$ cat src/rtl/mux_rr_stream.sv
// mux_rr_stream: NCH-to-1 stream selector with manual or round-robin grant
// and a single registered output stage using valid/ready handshaking.
module mux_rr_stream #(
    parameter  int WIDTH = 8,
    parameter  int NCH   = 4,
    localparam int SEL_W = $clog2(NCH)
) (
    input  logic                 i_clk,
    input  logic                 i_rst,
    input  logic [NCH*WIDTH-1:0] i_data,
    input  logic [NCH-1:0]       i_valid,
    output logic [NCH-1:0]       o_ready,
    input  logic                 i_mode,
    input  logic [SEL_W-1:0]     i_con,
    output logic [WIDTH-1:0]     o_data,
    output logic [SEL_W-1:0]     o_chan,
    output logic                 o_valid,
    input  logic                 i_ready
);

    typedef enum logic {
        EMPTY = 1'b0,
        FULL  = 1'b1
    } state_e;

    state_e             state_q, state_d;
    logic [WIDTH-1:0]   data_q;
    logic [SEL_W-1:0]   chan_q;
    logic [SEL_W-1:0]   ptr_q;

    logic               load_en;
    logic               grant_vld;
    logic [SEL_W-1:0]   grant_idx;
    logic [SEL_W-1:0]   cand;
    logic [WIDTH-1:0]   sel_data;
    logic               xfer;

    // The stage can accept a word when empty or when it drains this cycle.
    assign load_en = (state_q == EMPTY) || i_ready;

    // Grant: explicit select in manual mode, otherwise first valid channel
    // after the last winner, wrapping modulo NCH.
    always_comb begin
        // NOTE: every variable gets a default first so no path leaves it
        // unassigned, which would otherwise infer a latch.
        grant_vld = 1'b0;
        grant_idx = '0;
        cand      = '0;
        if (!i_mode) begin
            if (int'(i_con) < NCH) begin
                grant_vld = 1'b1;
                grant_idx = i_con;
            end
        end else begin
            for (int off = 1; off <= NCH; off++) begin
                cand = SEL_W'((int'(ptr_q) + off) % NCH);
                if (!grant_vld && i_valid[cand]) begin
                    grant_vld = 1'b1;
                    grant_idx = cand;
                end
            end
        end
    end

    // Route the granted channel's data toward the output register.
    always_comb begin
        sel_data = '0;
        for (int k = 0; k < NCH; k++) begin
            if (grant_idx == SEL_W'(k)) begin
                sel_data = i_data[k*WIDTH +: WIDTH];
            end
        end
    end

    // One-hot ready to the granted channel, suppressed during reset.
    always_comb begin
        o_ready = '0;
        if (load_en && grant_vld && !i_rst) begin
            o_ready[grant_idx] = 1'b1;
        end
    end

    assign xfer = |(i_valid & o_ready);

    // Output-stage next state: load wins over drain, drain empties the stage.
    always_comb begin
        state_d = state_q;
        case (state_q)
            EMPTY:   if (xfer) state_d = FULL;
            FULL:    if (xfer) state_d = FULL;
                     else if (i_ready) state_d = EMPTY;
            default: state_d = EMPTY;
        endcase
    end

    // Output register, channel tag and round-robin pointer.
    always_ff @(posedge i_clk) begin
        // NOTE: non-blocking assignments so every register samples the
        // pre-edge values, independent of statement order.
        if (i_rst) begin
            state_q <= EMPTY;
            data_q  <= '0;
            chan_q  <= '0;
            ptr_q   <= SEL_W'(NCH - 1);
        end else begin
            state_q <= state_d;
            if (xfer) begin
                data_q <= sel_data;
                chan_q <= grant_idx;
                ptr_q  <= grant_idx;
            end
        end
    end

    assign o_data  = data_q;
    assign o_chan  = chan_q;
    assign o_valid = (state_q == FULL);

endmodule

$ cat config.mk
export PLATFORM = sky130hd
export DESIGN_NAME = mux_rr_stream
export DESIGN_NICKNAME = d
export VERILOG_FILES = /design/src/rtl/mux_rr_stream.sv
export SDC_FILE = /design/constraint.sdc
export NUM_CORES = 1
export LEC_CHECK = 0
export CAP_MARGIN = 30
export CORE_MARGIN = 4
export CORE_UTILIZATION = 35
export DETAILED_ROUTE_END_ITERATION = 8
export GPL_TIMING_DRIVEN = 1
export PLACE_DENSITY = 0.84
export SYNTH_ARGS = -nofsm -noshare
export SYNTH_HDL_FRONTEND = slang
export SYNTH_SLANG_ARGS = --single-unit
$ cat constraint.sdc
create_clock -name i_clk -period 2.2 [get_ports i_clk]
set_input_delay 0.33 -clock i_clk [delete_from_list [all_inputs] [get_ports i_clk]]
set_output_delay 0.33 -clock i_clk [all_outputs]
set_load 0.05 [all_outputs]
==> impl_metrics.py <==
metrics = {
    "run_status": {
        "status": "finished, violations left",
        "violations_in_the_final_reports": "setup timing",
    },
    "cts": {
        "cts.path.max_buffers": 2,
        "cts_hold_repair.buffers": 0,
        "tritoncts": "built",
        "clockRootBuffer": "clkbuf_4",
        "numCtsBuffers": 3,
        "cts.sinks": 13,
        "worst_skew_pair_latency_ns": 0.27,
        "cts.reportedPaths.clkPinSlew_ns": 0.08,
        "cts-htree-levels": 1,
    },
    "flow_run": {
        "timing.max_cap.violations": 0,
    },
    "power": {
        "ir_worst_vdd_uv": 422,
        "leakagePower_nw": 0.819,
        "power_total_w": 0.00117,
        "p_per_area_nw_per_um2": 589,
    },
    "placement": {
        "dpl_cell_area_um2": 1750,
        "hpwlAfterDp_um": 2610,
        "gp_routability_congestion": 0.845,
        "worst_setup_slack_before_clock_tree_synthesis_ns": -0.536,
        "port_buffers": 56,
    },
    "sta": {
        "final-setup-viol-count": 14,
        "max_slew_margin_pct": 64.9,
        "period_needed_ns": 2.30,
        "grt_setup_unrepaired": "true",
        "finalHoldViolations": 0,
        "tightestPinTransition_ns": 0.525,
        "final_max_slew_viol_count": 0,
        "final_critical_path_setup_slack_ns": -0.0950,
        "final.period_utilization_pct": 104,
        "fin_skew_ns": 0.000485,
        "max_freq_mhz": 436,
    },
    "setup_path": {
        "criticalPathCategory": "flip-flop to output pin",
        "timing.critical_path.from_type": "flip-flop",
        "timing.critical_path.fanout_max": 5,
        "crit_required_ns": 1.87,
        "worst_ep_arrival_time_ns": 1.97,
        "worst_setup_path_startpoint": "ptr_q[1]$_SDFFE_PP1P_",
        "crit-reg2reg-launch": "ptr_q[1]$_SDFFE_PP1P_",
        "crit_path_end_kind": "output pin",
    },
    "cells_and_area": {
        "fillCellCount": 219,
        "finalNetCount": 235,
        "finish.instance_area_um2": 1980,
        "post_route_cells_drive_above_1_share_pct": 32.3,
        "diodes": 0,
        "area_growth_pct": 85.7,
    },
    "global_route": {
        "grt_pass1_wl_um": 5890,
        "grt_most_used_layer": "met2",
        "via_count_of_the_first_global_routing_pass": 1300,
        "grt_antenna_before_repair": 0,
        "grt_max_degree": 15,
        "grt.met2_usage_pct": 34.4,
        "grt_util_met1_pct": 20.0,
        "grtUsageMet3_pct": 3.20,
        "track_usage_pct": 18.1,
        "grt-ovfl-total": 0,
    },
    "route": {
        "drt-pass1-iter-count": 4,
        "avgRoutedWirePerCell_um": 15.8,
        "drt_drc_violations_left": 0,
        "antenna_violating_nets_post_route": 0,
        "drt_first_iter_violations": 34,
        "routed_via_density": 5.28,
        "detail_route.wirelength_um": 3520,
        "dr_total_vias": 1177,
    },
    "yosys": {
        "dominant_synthesized_flop_cell": "dfxtp_1",
        "number_of_flip_flops_and_latches_in_the_synthesized_netlist": 13,
        "synth_top_cells_by_count": "29 x mux2i_1, 13 x dfxtp_1, 11 x nand2b_1",
        "synth_cell_types": 33,
        "yosys.area.top_type_share_pct": 27.2,
        "synth-async-reset-ratio_pct": 0,
        "synthMostInstantiatedCell": "mux2i_1",
        "seq_area_frac_synth_pct": 24.4,
        "syn-num-nets": 156,
        "mean_post_synth_cell_area_um2": 9.37,
        "synth-edff-count": 0,
        "synth_area_um2": 1070,
        "synth_top_cell_by_area": "mux2i_1",
        "post_synth_inst_count": 114,
        "synth-warning-count": 0,
        "synth.area.top_cells": "mux2i_1 27%, dfxtp_1 24%, mux2_2 9.5%",
    },
    "die": {
        "die_width_um": 63.3,
        "starting_utilization_of_the_core_area_pct": 37.8,
        "die_area_um2": 4000,
        "die_y_um": 63.3,
        "row_count": 19,
        "design.core.area_um2": 2830,
        "pin_count": 57,
    },
    "min_path": {
        "holdCritPathClass": "flip-flop to flip-flop",
        "min-delay-start": "o_data[0]$_SDFFE_PP0P_",
    },
}
==> per-layer routing <==
metal  vias up  wire length, µm
met5         -                0
met4         0               50
met3         6              209
met2        49             1880
met1       551             1380
li1        571                -
==> layout make-up <==
cell class,instances,area [µm²],share of cell area [%]
timing repair buffer,81,813,41.0
multi-input combinational,90,826,41.6
inverter,4,15.0,0.757
clock buffer,4,26.3,1.32
sequential,13,265,13.4
tap,31,38.8,1.95
==> critical path: stages (launching register included) <==
cell and delay, ns:
dfxtp_4 0.39, or4b_4 0.46, a2bb2oi_2 0.16, o22ai_4 0.22
nand3b_1 0.24, nor2_2 0.07, buf_6 0.15
==> flip-flops by register name (all words and copies together) (netlist names) <==
register  flops
ptr_q         2
o_valid       1
o_data        8
o_chan        2
==> kinds of logic after synthesis <==
group	count (synthesis)	share of synthesized area, %
buffers and inverters	11	6.56
AOI/OAI and AO/OA	18	11.6
muxes	39	38.8
DFF	13	24.4
and+or+nand+nor	33	18.7
==> repair_timing <==
item,in CTS,in global routing
gates resized for setup,27,10
buffers inserted,8,1
endpoints found under the setup margin,15,17
cloned,0,1
pin swaps,8,1
==> worst paths after layout <==
| check | endpoint | depth (start not counted) | slack [ns] |
|---|---|---|---|
| max | o_ready[0] | 6 | -0.1 |
| min | o_data[0]$_SDFFE_PP0P_ | 2 | 0.49 |
| max reg2reg | o_data[2]$_SDFFE_PP0P_ | 9 | -0.07 |
| min reg2reg | o_data[0]$_SDFFE_PP0P_ | 2 | 0.49 |
==> power breakdown <==
| part | switching, W | internal (W) | leakage [nW] | total (W) |
|---|---|---|---|---|
| Combinational | 0.000360 | 0.000351 | 0.697 | 0.000711 |
| Sequential | 0.0000272 | 0.000278 | 0.107 | 0.000305 |
| Clock | 0.0000821 | 0.0000702 | 0.0150 | 0.000152 |
| Total | 0.000470 | 0.000699 | 0.819 | 0.00117 |
==> through the flow <==
stage / util (%) / hold slack (ns) / instances / setup TNS [ns]
after global routing: 70.1 / 0.514 / 223 / -2.24
after floorplan: - / 0.514 / 114 / -0.718
final: 70.1 / 0.490 / 223 / -0.900
after global placement: 62.0 / 0.463 / 209 / -6.45
after CTS: 67.9 / 0.487 / 221 / -0.129
after detailed placement: 62.0 / 0.475 / 209 / -7.55
==> placed cells by master (no fill, tap or decap), types with 2 or more instances in the layout <==
| cell | instances |
|---|---|
| clkdlybuf4s15_1 | 2 |
| o21ai_0 | 3 |
| mux2i_2 | 2 |
| mux2_2 | 9 |
| clkdlybuf4s50_1 | 48 |
| clkbuf_4 | 3 |
| dlygate4sd2_1 | 2 |
| buf_6 | 6 |
| a21oi_2 | 2 |
| nor2b_1 | 2 |
| inv_1 | 4 |
| mux2i_1 | 27 |
| nand2b_1 | 10 |
| dfxtp_1 | 11 |
| buf_12 | 3 |
| nand3b_1 | 2 |
| nor2_1 | 3 |
| nor2_4 | 2 |
| nand2_1 | 2 |
| nor2_2 | 2 |
| o21ai_1 | 4 |
| buf_4 | 19 |
(Power assumes the default switching activity.)
